==> src/rtl/bram_be_port_arbiter.sv <==
// bram_be_port_arbiter: shares one byte-enabled, write-first BRAM port between
// requesters A and B. Arbitration is round-robin. Read data returns in order per
// requester through response FIFOs. Each FIFO is guarded by a credit counter, so it
// never overflows.
// Ports:
//   clk, rst_n                  clock, asynchronous active-low reset
//   reqa_* / reqb_*             request handshake (we all-zero = read), addr, data
//   rspa_* / rspb_*             response handshake and read data
//   bram_en/we/addr/di, bram_do connection to one BRAM port
// Parameter PIPELINED=1 accounts for a BRAM output register (+1 cycle read latency).
// Optional feature macro BRAM_ARB_WRACK_EN: writes also consume a credit and return
// a zero-data acknowledge with the same latency as a read.
module bram_be_port_arbiter #(
  parameter int unsigned PIPELINED  = 0,
  parameter int unsigned ADDR_WIDTH = 10,
  parameter int unsigned DATA_WIDTH = 32,
  parameter int unsigned WE_WIDTH   = 4,
  parameter int unsigned RSP_DEPTH  = 2
) (
  input  logic                  clk,
  input  logic                  rst_n,
  input  logic                  reqa_valid,
  output logic                  reqa_ready,
  input  logic [WE_WIDTH-1:0]   reqa_we,
  input  logic [ADDR_WIDTH-1:0] reqa_addr,
  input  logic [DATA_WIDTH-1:0] reqa_data,
  output logic                  rspa_valid,
  input  logic                  rspa_ready,
  output logic [DATA_WIDTH-1:0] rspa_data,
  input  logic                  reqb_valid,
  output logic                  reqb_ready,
  input  logic [WE_WIDTH-1:0]   reqb_we,
  input  logic [ADDR_WIDTH-1:0] reqb_addr,
  input  logic [DATA_WIDTH-1:0] reqb_data,
  output logic                  rspb_valid,
  input  logic                  rspb_ready,
  output logic [DATA_WIDTH-1:0] rspb_data,
  output logic                  bram_en,
  output logic [WE_WIDTH-1:0]   bram_we,
  output logic [ADDR_WIDTH-1:0] bram_addr,
  output logic [DATA_WIDTH-1:0] bram_di,
  input  logic [DATA_WIDTH-1:0] bram_do
);

  localparam int unsigned CW = $clog2(RSP_DEPTH + 1);
  localparam int unsigned PW = (RSP_DEPTH > 1) ? $clog2(RSP_DEPTH) : 1;
  localparam int unsigned TD = 1 + PIPELINED;

  // Index 0 = requester A, index 1 = requester B
  logic [1:0]            req_valid;
  logic [WE_WIDTH-1:0]   req_we   [2];
  logic [ADDR_WIDTH-1:0] req_addr [2];
  logic [DATA_WIDTH-1:0] req_data [2];
  logic [1:0]            rsp_ready;
  logic [1:0]            rsp_valid;
  logic [DATA_WIDTH-1:0] rsp_data [2];

  assign req_valid   = {reqb_valid, reqa_valid};
  assign req_we[0]   = reqa_we;
  assign req_we[1]   = reqb_we;
  assign req_addr[0] = reqa_addr;
  assign req_addr[1] = reqb_addr;
  assign req_data[0] = reqa_data;
  assign req_data[1] = reqb_data;
  assign rsp_ready   = {rspb_ready, rspa_ready};

  logic [1:0] has_credit;
  logic [1:0] needs_credit;
  logic [1:0] elig;
  logic [1:0] grant;
  logic [1:0] consume;
  logic [1:0] pop;
  logic [1:0] push;
  logic       gid;
  logic       ptr_b;

  // Eligibility and round-robin grant; ptr_b=1 means B is favoured on a tie
  always_comb begin
    needs_credit = '0;
    elig         = '0;
    grant        = '0;
    for (int i = 0; i < 2; i++) begin
`ifdef BRAM_ARB_WRACK_EN
      needs_credit[i] = 1'b1;
`else
      needs_credit[i] = ~|req_we[i];
`endif
      elig[i] = req_valid[i] && (!needs_credit[i] || has_credit[i]);
    end
    if (&elig) grant = ptr_b ? 2'b10 : 2'b01;
    else       grant = elig;
  end

  assign gid        = grant[1];
  assign consume    = grant & needs_credit;
  assign reqa_ready = grant[0];
  assign reqb_ready = grant[1];

  // Round-robin pointer: after a grant the other requester is favoured
  always_ff @(posedge clk or negedge rst_n) begin
    if (!rst_n)      ptr_b <= 1'b0;
    else if (|grant) ptr_b <= grant[0];
  end

  // Issue stage: accepted request drives the BRAM port in the following cycle
  logic iss_v, iss_id, iss_wr;

  always_ff @(posedge clk or negedge rst_n) begin
    if (!rst_n) begin
      bram_en   <= 1'b0;
      bram_we   <= '0;
      bram_addr <= '0;
      bram_di   <= '0;
      iss_v     <= 1'b0;
      iss_id    <= 1'b0;
      iss_wr    <= 1'b0;
    end else begin
      bram_en <= |grant;
      bram_we <= (|grant) ? req_we[gid] : '0;
      iss_v   <= |consume;
      iss_id  <= gid;
      iss_wr  <= |req_we[gid];
      if (|grant) begin
        bram_addr <= req_addr[gid];
        bram_di   <= req_data[gid];
      end
    end
  end

  // Response tracking: the last stage lines up with valid bram_do
  logic [TD-1:0]         trk_v, trk_id, trk_wr;
  logic [DATA_WIDTH-1:0] push_data;

  always_ff @(posedge clk or negedge rst_n) begin
    if (!rst_n) begin
      trk_v  <= '0;
      trk_id <= '0;
      trk_wr <= '0;
    end else begin
      trk_v[0]  <= iss_v;
      trk_id[0] <= iss_id;
      trk_wr[0] <= iss_wr;
      for (int k = 1; k < TD; k++) begin
        trk_v[k]  <= trk_v[k-1];
        trk_id[k] <= trk_id[k-1];
        trk_wr[k] <= trk_wr[k-1];
      end
    end
  end

  assign push      = {trk_v[TD-1] & trk_id[TD-1], trk_v[TD-1] & ~trk_id[TD-1]};
  assign push_data = trk_wr[TD-1] ? '0 : bram_do;

  // Per-requester response FIFO plus credit counter
  for (genvar g = 0; g < 2; g++) begin : g_rsp
    logic [DATA_WIDTH-1:0] mem [RSP_DEPTH];
    logic [PW-1:0]         wp, rp;
    logic [CW-1:0]         cnt;
    logic [CW-1:0]         credit;

    assign rsp_valid[g]  = (cnt != '0);
    assign rsp_data[g]   = mem[rp];
    assign pop[g]        = rsp_valid[g] & rsp_ready[g];
    assign has_credit[g] = (credit != '0);

    always_ff @(posedge clk or negedge rst_n) begin
      if (!rst_n) begin
        wp     <= '0;
        rp     <= '0;
        cnt    <= '0;
        credit <= CW'(RSP_DEPTH);
      end else begin
        if (push[g]) wp <= (wp == PW'(RSP_DEPTH - 1)) ? '0 : wp + PW'(1);
        if (pop[g])  rp <= (rp == PW'(RSP_DEPTH - 1)) ? '0 : rp + PW'(1);
        case ({push[g], pop[g]})
          2'b10:   cnt <= cnt + CW'(1);
          2'b01:   cnt <= cnt - CW'(1);
          default: cnt <= cnt;
        endcase
        case ({consume[g], pop[g]})
          2'b10:   credit <= credit - CW'(1);
          2'b01:   credit <= credit + CW'(1);
          default: credit <= credit;
        endcase
      end
    end

    // Data storage needs no reset; occupancy is tracked by cnt
    always_ff @(posedge clk) begin
      if (push[g]) mem[wp] <= push_data;
    end
  end

  assign rspa_valid = rsp_valid[0];
  assign rspb_valid = rsp_valid[1];
  assign rspa_data  = rsp_data[0];
  assign rspb_data  = rsp_data[1];

endmodule

==> config.mk <==
export PLATFORM = sky130hd
export DESIGN_NAME = bram_be_port_arbiter
export DESIGN_NICKNAME = d
export VERILOG_FILES = /design/src/rtl/bram_be_port_arbiter.sv
export SDC_FILE = /design/constraint.sdc
export NUM_CORES = 1
export LEC_CHECK = 0
export ABC_CLOCK_PERIOD_IN_PS = 3250
export BUFFER_PORTS_ARGS = -buffer_cell sky130_fd_sc_hd__buf_2
export CAP_MARGIN = 20
export CORE_MARGIN = 2
export CORE_UTILIZATION = 30
export CTS_BUF_LIST = sky130_fd_sc_hd__clkbuf_4
export DETAILED_ROUTE_END_ITERATION = 10
export PLACE_DENSITY = 0.53
export SLEW_MARGIN = 5
export SYNTH_ARGS = -nofsm -noshare
export SYNTH_HDL_FRONTEND = slang
export SYNTH_SLANG_ARGS = --single-unit
==> constraint.sdc <==
create_clock -name clk -period 3.25 [get_ports clk]
set_input_delay 0.1625 -clock clk [delete_from_list [all_inputs] [get_ports clk]]
set_output_delay 0.1625 -clock clk [all_outputs]
set_load 0.1 [all_outputs]
==> results by group, run 1 <==
Clock network
  – Clock sinks: 194
  – Clock Path Buffers: 2
  – CTS tree: done
  – CTS Root Cell: clkbuf_4
  – Setup Buffers After CTS: 0
  – Register clock-pin slew on the reported worst setup and hold paths: 0.15 ns
  – Clk Latency, worst-skew pair: 0.54 ns
  – CTS buffer count: 17
  – H-tree Lvls: 4

Timing
  – Clock Skews: 0.0220 ns
  – Fin Setup TNS: 0 ns
  – Slew at the pin closest to its max-slew limit: 0.971 ns
  – Min Tclk post-route: 2.98 ns
  – F_max: 336 MHz
  – Hold slack final: between 0.06 and 0.07 ns
  – Max Slew Vio Count: 0
  – Final hold violations: 0
  – Setup-failing EPs final: 0
  – Relative slew slack: between 30% and 40%
  – RSZ-0062 raised after global routing: false
  – Final period util: 91.6%

Finish
  – Final net count: just under 1000
  – Sequential cell area: 5500 µm²
  – Area growth, synth to finish: 41.0%
  – Share of post-route cells with drive strength above 1: 42.8%
  – Multi-input logic area: 2160 µm²
  – # fillers: 2399

Placement
  – PortBufs: 244
  – GPL Wtd Cong: between 0.7 and 0.8
  – Dpl hpwl: 12500 µm

GRT
  – Final global-route overflow total: 0
  – Gr usage total: between 10% and 20%
  – Vias in the first global route: 5596
  – Initial antenna violation count: 1
  – Largest net degree at the start of global routing: between 60 and 70
  – Global-route wire length before repair: 29700 µm

Critical path
  – Slowest cell on the critical path: or4_4
  – Worst EP arrival: 3.46 ns
  – Most frequent CP cell: dlygate4sd3_1
  – CP bufs+invs: 5
  – Crit-path max cell delay: 0.57 ns
  – CP required: 3.73 ns
  – CP cell instances: dlygate4sd3_1 -> buf_2 -> or4_4 -> o311a_1 -> buf_4 -> nand3b_1 -> dlygate4sd3_1 -> a21oi_1 -> dlygate4sd3_1
  – CP endpoint kind: flip-flop
  – Worst setup SP type: input pin
  – Worst Path Class, Setup: input pin to flip-flop
  – Crit Path Max Fanout: 50
  – Cell family with most CP delay: buffers and inverters

Yosys
  – Most common cell in the netlist: edfxtp_1
  – Post-Syn Instances: 470
  – Post-synth top cells: edfxtp_1, dfrtp_1, mux2_2
  – Main synth FF type: edfxtp_1
  – Post-synth EDFFs: 128
  – YS warnings: 0
  – Post-synthesis cell area: 7810 µm²
  – Flops & latches, synth: ~190
  – Syn avg cell area: 16.6 µm²
  – Post-synth top area share: roughly 49%
  – Syn nets: 604
  – Sequential area share after synthesis: 70.3%
  – Synth area leaders: edfxtp_1, dfrtp_1, mux2_2, o221a_1, or3_1
  – Synth area leader: edfxtp_1
  – Synth async-reset ratio: about a third
  – Library cells used by synthesis: 38

Floorplanning
  – Core Region: 25800 µm²
  – Die area: about 27000 µm²
  – Initial Utilization: 30.2%
  – Top-level I/O count: 245
  – Die extent in x: 165 µm
  – Die height: 165 µm
  – Row cnt: 59

Drt
  – Avg WL per Cell: 16.8 µm
  – Final ANT Viol Nets: 0
  – # DRC: 0
  – DR vias/cell: 4.58
  – Via count: 5469
  – Initial DRT Pass Iterations: 5
  – Final WL: between 20000 and 25000 µm
  – Initial DRC count: 248

Run
  – Max-cap viol count: 0

Power
  – Pwr dens: 744 nW/µm²
  – Worst vdd ir: 0.422 mV
  – Leak: about 4.3 nW

Status
  – Status: completed

Min path
  – HP Class: input pin to flip-flop
path summary, 6_finish.rpt:
| kind | from | to | slack [ns] | cells past startpoint |
|---|---|---|---|---|
| worst max-delay path | reqa_we[0] | bram_we[3]$_DFF_PN0_ | 0.27 | 9 |
| worst min-delay path | reqb_valid | iss_v$_DFF_PN0_ | 0.07 | 4 |
| worst max register to register | g_rsp[0].credit[0]$_DFFE_PN0P_ | bram_we[3]$_DFF_PN0_ | 0.58 | 6 |
| worst min register to register | iss_v$_DFF_PN0_ | trk_v$_DFF_PN0_ | 0.37 | 0 |
| max in group asynchronous | rst_n | g_rsp[1].credit[1]$_DFFE_PN1P_ | 2.75 | 3 |
| min in group asynchronous | rst_n | bram_di[9]$_DFFE_PN0P_ | 0.13 | 3 |
cells in the final DEF, fill, tap and decap left out, drive strengths merged:
master,instances
a21boi,1
a21o,1
a21oi,4
and2,3
and3,1
buf,252
bufinv,1
clkbuf,18
clkinv,8
dfrtp,64
dfstp,2
diode,1
dlygate4sd3,134
edfxtp,128
ha,4
inv,10
mux2,64
mux2i,1
nand2,2
nand2b,1
nand3b,4
nor2,7
nor2b,32
nor4,1
o21ai,6
o221a,42
o311a,1
o31a,1
o31ai,2
or2,2
or3,43
or4,2
xnor2,8
xor2,8
area by class of cell:
type	instances	area share (%)
sequential	194	49.9
timing repair buffer	386	23.9
multi-input combinational	241	19.6
tap	335	3.80
clock inverter	14	1.35
clock buffer	18	1.23
inverter	5	0.170
antenna	1	0.0227
metrics by stage:
step | power (mW) | cell area (µm²) | utilization (%) | std cells | worst slack, ns
floorplan | 6.19 | 7820 | - | 470 | 0.401
global placement | 6.79 | 9390 | 36.4 | 1027 | 0.963
detailed placement | 6.80 | 9390 | 36.4 | 1027 | 0.908
CTS | 8.28 | 11000 | 42.6 | 1193 | 0.413
global route | 8.53 | 11000 | 42.7 | 1194 | 0.256
finish | 8.20 | 11000 | 42.7 | 1194 | 0.273
state kept, by name (all words and copies together), names as in the netlist, 2 cells and up:
| signal | cells |
|---|---|
| g_rsp.rp | 2 |
| g_rsp.mem | 128 |
| bram_addr | 10 |
| bram_we | 4 |
| g_rsp.cnt | 4 |
| bram_di | 32 |
| g_rsp.credit | 4 |
| g_rsp.wp | 2 |
tightest hold or removal path: cells and delay by family:
| family | cells | cell delay [ns] |
|---|---|---|
| compound gates | 2 | 0.15 |
| simple gates | 1 | 0.13 |
| buf+inv | 1 | 0.13 |
routing by layer:
| layer | vias to the layer above | GRT usage (%) | share of wire, % |
|---|---|---|---|
| li1 | 2547 | - | - |
| met1 | 2673 | 17.7 | 43 |
| met2 | 227 | 24.9 | 49 |
| met3 | 22 | 3.87 | 6.6 |
| met4 | 0 | 4.27 | 1.6 |
| met5 | - | 0 | 0 |
repair_timing:
item / in CTS / in global routing
hold buffers: 134 / 0
gates resized for setup: 0 / 0
hold endpoints to repair: 246 / 0
cells by family after synthesis:
family | Yosys count | share of synthesized area (%)
buffers and inverters | 35 | 2.42
XOR/XNOR | 16 | 1.79
AND/OR/NAND/NOR | 98 | 7.78
AO/OA/AOI/OAI | 58 | 7.67
adder cells (fa/ha/maj) | 4 | 0.640
flip-flops | 194 | 70.3
multiplexers | 65 | 9.35
power by group:
group | leakage [nW] | switching, mW | internal (mW)
registers | 1.93 | 0.350 | 2.82
clock network | 0.155 | 0.847 | 0.417
logic | 2.22 | 2.83 | 0.931
total | 4.31 | 4.02 | 4.17
(Power assumes the default switching activity.)
==> run 2, diff against run 1 <==
--- a/config.mk
+++ b/config.mk
@@ -18,2 +18,3 @@
 export SYNTH_HDL_FRONTEND = slang
 export SYNTH_SLANG_ARGS = --single-unit
+export TNS_END_PERCENT = 5
==> constraint.sdc (replaced) <==
create_clock -name clk -period 3.25 [get_ports clk]
set_input_delay 0.65 -clock clk [delete_from_list [all_inputs] [get_ports clk]]
set_output_delay 0.65 -clock clk [all_outputs]
set_load 0.1 [all_outputs]
==> run 2 against run 1 <==
Net effect:
- total power is 0.63% lower
- combinational power barely moved
- clock skew increased by 0.0077 ns
- register-to-register slack better by 0.64 ns
- clock power up 10%
- fmax increased by 2.7%
- critical endpoint is now reqb_ready
- largest cell class unchanged
==> results by group, run 2 (synthesis gave the netlist of run 1 again) <==
Floorplanning
  – Initial Utilization: 30.2% (unchanged)
  – Core Region: 25800 µm² (unchanged)
  – Die extent in x: 165 µm (unchanged)
  – Die height: 165 µm (unchanged)
  – Top-level I/O count: 245 (unchanged)
  – Row cnt: 59 (unchanged)
  – Die area: 27400 µm² (unchanged)

Timing
  – Clock Skews: 0.0297 ns (+0.00773 ns)
  – Slew at the pin closest to its max-slew limit: 0.960 ns (-0.0114 ns)
  – F_max: 345 MHz (+2.7%)
  – Fin worst setup slack: 0.351 ns (+0.0782 ns)
  – Fin Setup TNS: 0 ns (unchanged)
  – RSZ-0062 raised after global routing: false
  – Min Tclk post-route: 2.90 ns (-0.0782 ns)
  – Max Slew Vio Count: 0 (unchanged)
  – Final period util: 89.2% (-2.4 points)
  – Setup-failing EPs final: 0 (unchanged)
  – Final hold violations: 0 (unchanged)
  – Hold slack final: 0.113 ns (+0.0447 ns)
  – Relative slew slack: 36.0% (+0.76 points)

Clock network
  – Clock Path Buffers: 2 (unchanged)
  – Register clock-pin slew on the reported worst setup and hold paths: 0.18 ns (+0.03 ns)
  – Hold buffers post-CTS: 0 (-100%)
  – H-tree Lvls: 4 (unchanged)
  – CTS tree: done
  – Clock sinks: 194 (unchanged)
  – Post-CTS sizing: 0 (unchanged)
  – CTS Root Cell: clkbuf_4
  – Setup Buffers After CTS: 0 (unchanged)
  – CTS buffer count: 17 (unchanged)
  – Clk Latency, worst-skew pair: 0.56 ns (+0.02 ns)

Drt
  – # DRC: 0 (unchanged)
  – Avg WL per Cell: 17.9 µm (+6.7%)
  – Via count: 4906 (-10%)
  – DR vias/cell: 4.61 (+0.57%)
  – Initial DRT Pass Iterations: 5 (unchanged)
  – Initial DRC count: 216 (-13%)
  – Final WL: 19100 µm (-4.8%)
  – Final ANT Viol Nets: 0 (unchanged)

Power
  – Net Sw Frac: 50.2% (+1.1 points)
  – Leak: 3.80 nW (-12%)
  – Pwr dens: 833 nW/µm² (+12%)
  – Clock network power share: 17.0% (+1.6 points)
  – Pint: 4.05 mW (-2.8%)
  – Worst vdd ir: 0.579 mV (+37%)
  – Comb power frac: 45.8% (about the same)
  – Seq pwr share: 37.2% (-1.5 points)
  – Net switching power figure: 4.09 mW (+1.6%)

Min path
  – HP Class: input pin to asynchronous set/reset pin

Finish
  – Most frequent cells in the layout: buf_2, edfxtp_1, mux2_2, dfrtp_1, or3_1
  – Design area: 9770 µm² (-11%)
  – Commonest non-fill, non-tap cell in the layout: buf_2
  – Sequential cell area: 5500 µm² (unchanged)
  – Multi-input logic area: 2160 µm² (unchanged)
  – Final net count: 849 (-13%)
  – Fin util: 37.8% (-4.8 points)
  – Area growth, synth to finish: 25.0%
  – Biggest regs: g_rsp.mem (128), bram_di (32), bram_addr (10)
  – # fillers: 2502 (+4.3%)
  – Top reg by flops: g_rsp.mem
  – Max FFs per register: 128 (unchanged)
  – Share of post-route cells with drive strength above 1: 51.4% (+8.6 points)

GRT
  – Initial antenna violation count: 2 (+1)
  – Gr usage total: 13.8% (-0.58 points)
  – Largest net degree at the start of global routing: 51 (-24%)
  – Vias in the first global route: 5233 (-6.5%)
  – Global-route wire length before repair: 28400 µm (-4.3%)
  – Final global-route overflow total: 0 (unchanged)

Critical path
  – Worst r2r src: g_rsp[0].credit[0]$_DFFE_PN0P_
  – Most frequent CP cell: buf_2
  – Worst EP arrival: 2.25 ns (-1.21 ns)
  – Worst Path Class, Setup: input pin to output pin
  – CP cell instances: buf_2 -> or4_4 -> o31ai_4 -> o21ai_0 -> inv_1 -> buf_2
  – CP endpoint kind: output pin
  – CP startpoint: reqa_we[0]
  – Slowest cell on the critical path: or4_4
  – Worst setup SP type: input pin
  – CP bufs+invs: 3 (-2)
  – Cell family with most CP delay: buffers and inverters
  – Crit-path max cell delay: 0.57 ns (about the same)
  – CP required: 2.60 ns (-1.13 ns)
  – Crit Path Max Fanout: 4 (-92%)

Run
  – Max-cap viol count: 0 (unchanged)

Placement
  – GPL Wtd Cong: 0.825 (+5.8%)
  – Dpl cell area: 9430 µm² (+0.39%)
  – Dpl hpwl: 12700 µm (+1.3%)
  – Pre-CTS setup slack: 0.336 ns (-0.572 ns)
  – PortBufs: 244 (unchanged)

Status
  – Status: completed
[run 2: cell count changes in the layout (fill, tap and decap cells not counted), sizes merged]
cell / delta
dlygate4sd3: -134
clkinv: +1
inv: -1
clkbuf: -1
buf: +4
clkinvlp: +1
diode: +1
[run 2: power by group through the flow]
stage          combinational, mW  clock (mW)  sequential, mW
2_1_floorplan               2.59           0            3.60
3_3_place_gp                3.74           0            3.08
3_5_place_dp                3.76           0            3.08
4_1_cts                     3.77        1.47            3.04
5_1_grt                     3.88        1.55            3.06
6_report                    3.73        1.39            3.03
[run 2: worst paths after layout]
path / end / slack [ns] / cells after the start
min in group clk: bram_we[2]$_DFF_PN0_ / 0.33 / 3
hold / removal: bram_di[4]$_DFFE_PN0P_ / 0.11 / 1
setup / recovery: reqb_ready / 0.35 / 6
hold reg to reg: trk_id$_DFF_PN0_ / 0.37 / 0
setup reg to reg: g_rsp[1].credit[1]$_DFFE_PN1P_ / 1.22 / 6
max in group asynchronous: g_rsp[1].credit[1]$_DFFE_PN1P_ / 2.34 / 2
[run 2: metrics by stage]
step                cells  power [mW]
global route         1065        8.49
finish               1065        8.14
detailed placement   1031        6.84
global placement     1031        6.81
floorplan             470        6.19
CTS                  1063        8.27
[run 2: layout make-up]
type | count | area share [%]
clock buffers | 17 | 1.31
inverters | 5 | 0.230
clock inverters | 15 | 2.15
well taps | 335 | 4.29
repair buffers | 256 | 13.6
diodes | 2 | 0.0512
flip-flops and latches | 194 | 56.3
multi-input cells | 241 | 22.1
[run 2: layer usage]
layer	track usage, %	up-vias	routed length [µm]
met5	0	-	0
met4	3.72	0	195
met3	4.40	12	1530
met2	23.1	214	9120
met1	17.4	2386	8260
li1	-	2294	-
==> run 3, diff against run 2 <==
ABC_CLOCK_PERIOD_IN_PS = default   (was 3250)
CAP_MARGIN = default   (was 20)
CORE_UTILIZATION = 45   (was 30)
PLACE_DENSITY = 0.73   (was 0.53)
==> run 3 against run 2 <==
Net effect:
- global-route usage increased by 5.1 points
- non-clock buffer count up 2
- wire length down 8.3%
- clock power is 9% lower
- fmax up 0.52%
- critical endpoint is now rspb_data[9]
- largest cell class unchanged
- largest power group unchanged
- highest routed layer unchanged
==> results by group, run 3 (synthesis gave the netlist of run 1 again) <==
Clock network
  – Clk Latency, worst-skew pair: 0.55 ns (about the same)
  – Post-CTS sizing: 0 (unchanged)
  – Register clock-pin slew on the reported worst setup and hold paths: 0.16 ns (-0.02 ns)
  – CTS tree: done
  – Clock Path Buffers: 2 (unchanged)
  – CTS Root Cell: clkbuf_4
  – H-tree Lvls: 4 (unchanged)
  – Clock sinks: 194 (unchanged)
  – CTS buffer count: 17 (unchanged)

Critical path
  – CP required: 2.60 ns (about the same)
  – Cell family with most CP delay: buffers and inverters
  – CP endpoint kind: output pin
  – CP cell instances: buf_4 -> mux2_2 -> buf_2
  – Crit-path max cell delay: 0.56 ns (about the same)
  – Crit Path Max Fanout: 27 (+23)
  – CP startpoint: g_rsp[1].rp$_DFFE_PN0P_
  – Worst setup SP type: flip-flop
  – Worst r2r src: g_rsp[0].credit[0]$_DFFE_PN0P_
  – Worst EP arrival: 2.23 ns (-0.02 ns)
  – Worst Path Class, Setup: flip-flop to output pin
  – CP bufs+invs: 2 (-1)
  – Slowest cell on the critical path: dfrtp_1

Timing
  – Max Slew Vio Count: 0 (unchanged)
  – Fin Setup TNS: 0 ns (unchanged)
  – Min Tclk post-route: 2.88 ns (-0.0150 ns)
  – Relative slew slack: 31.0% (-5.0 points)
  – F_max: 347 MHz (+0.52%)
  – Final period util: 88.7% (-0.46 points)
  – RSZ-0062 raised after global routing: false
  – Setup-failing EPs final: 0 (unchanged)
  – Final hold violations: 0 (unchanged)
  – Hold slack final: 0.356 ns (+0.243 ns)
  – Clock Skews: 0.0213 ns (-0.00837 ns)
  – Slew at the pin closest to its max-slew limit: 1.04 ns (+0.0753 ns)

Finish
  – Commonest non-fill, non-tap cell in the layout: buf_2
  – Share of post-route cells with drive strength above 1: 51.1% (-0.28 points)
  – Sequential cell area: 5500 µm² (about the same)
  – Biggest regs: g_rsp.mem (128), bram_di (32), bram_addr (10)
  – Multi-input logic area: 2160 µm² (unchanged)
  – Area growth, synth to finish: 23.1%
  – Max FFs per register: 128 (unchanged)
  – Final net count: 851 (+0.24%)
  – Most frequent cells in the layout: buf_2, edfxtp_1, mux2_2, dfrtp_1, or3_1
  – Top reg by flops: g_rsp.mem
  – # fillers: 1419 (-43%)

GRT
  – Gr usage total: 18.9% (+5.1 points)
  – Largest net degree at the start of global routing: 51 (unchanged)
  – Initial antenna violation count: 1 (-1)
  – Final global-route overflow total: 0 (unchanged)
  – Global-route wire length before repair: 26400 µm (-7.2%)
  – Vias in the first global route: 5023 (-4.0%)

Floorplanning
  – Initial Utilization: 45.7% (+15 points)
  – Die area: 18400 µm² (-33%)
  – Die extent in x: 136 µm (-18%)
  – Row cnt: 48 (-19%)
  – Core Region: 17100 µm² (-34%)
  – Die height: 136 µm (-18%)
  – Top-level I/O count: 245 (unchanged)

Placement
  – GPL Wtd Cong: 0.872 (+5.6%)
  – PortBufs: 244 (unchanged)
  – Dpl hpwl: 12200 µm (-3.8%)

Min path
  – Min-Delay Startpoint: reqb_we[2]
  – HP Class: input pin to flip-flop

Drt
  – # DRC: 0 (unchanged)
  – Initial DRC count: 241 (+12%)
  – DR vias/cell: 5.18 (+12%)
  – Initial DRT Pass Iterations: 4 (-1)
  – Final WL: 17500 µm (-8.3%)
  – Via count: 4964 (+1.2%)
  – Final ANT Viol Nets: 0 (unchanged)
  – Avg WL per Cell: 18.3 µm (+1.9%)

Power
  – Pint: 4.03 mW (-0.55%)
  – Pwr dens: 834 nW/µm² (about the same)
  – Comb power frac: 46.6% (+0.8 points)
  – Net Sw Frac: 49.7% (-0.48 points)
  – Clock network power share: 15.8% (-1.2 points)
  – Leak: 3.80 nW (-0.11%)
  – Worst vdd ir: 0.506 mV (-13%)
  – Seq pwr share: 37.6% (+0.4 points)
  – Net switching power figure: 3.99 mW (-2.5%)

Run
  – Max-cap viol count: 0 (unchanged)

Status
  – Status: completed
## run 3: worst paths after layout
kind	to	slack, ns	cells after the start
setup reg to reg	g_rsp[1].credit[1]$_DFFE_PN1P_	1.26	6
setup / recovery	rspb_data[9]	0.37	3
hold reg to reg	trk_v$_DFF_PN0_	0.37	0
max in group asynchronous	g_rsp[0].credit[1]$_DFFE_PN1P_	1.98	3
min in group asynchronous	bram_di[8]$_DFFE_PN0P_	0.56	2
hold / removal	bram_we[2]$_DFF_PN0_	0.36	3
## run 3: worst min-delay path: stages
cell and delay, ns:
buf_2 0.10, nand3b_1 0.08, a21oi_1 0.06
## run 3: stage by stage
stage	setup WS (ns)	total power, mW	area (µm²)	instances	utilization, %
floorplan	0.221	6.19	7820	470	-
global placement	0.394	6.78	9310	922	54.4
detailed placement	0.358	6.82	9310	922	54.4
CTS	0.253	8.10	9610	955	56.2
global route	0.198	8.33	9620	956	56.2
finish	0.366	8.02	9620	958	56.2
## run 3: cell type report
| type | instances | share of cell area (%) |
|---|---|---|
| antenna | 3 | 0.0780 |
| clock buffer | 17 | 1.33 |
| clock inverter | 15 | 1.73 |
| inverter | 5 | 0.234 |
| multi-input combinational | 241 | 22.5 |
| sequential | 194 | 57.1 |
| tap | 225 | 2.93 |
| timing repair buffer | 258 | 14.1 |
## run 3: power by group through the flow
| stage | clock [mW] | sequential, mW | combinational, mW |
|---|---|---|---|
| global route | 1.42 | 3.05 | 3.86 |
| CTS | 1.32 | 3.02 | 3.76 |
| global placement | 0 | 3.06 | 3.72 |
| floorplan | 0 | 3.60 | 2.59 |
| finish | 1.27 | 3.01 | 3.74 |
| detailed placement | 0 | 3.06 | 3.75 |
## run 3: per-layer routing
metal,share of wire (%),track usage [%],routed length [µm]
met3,8.1,5.87,1410
met4,1.8,6.60,321
met5,0,0,0
met1,41,23.3,7220
met2,49,31.8,8560
## run 3: timing repair
item,in CTS,in global routing
setup buffers,0,0
hold buffers,1,0
endpoints found under the hold margin,14,0
endpoints found under the setup margin,0,0
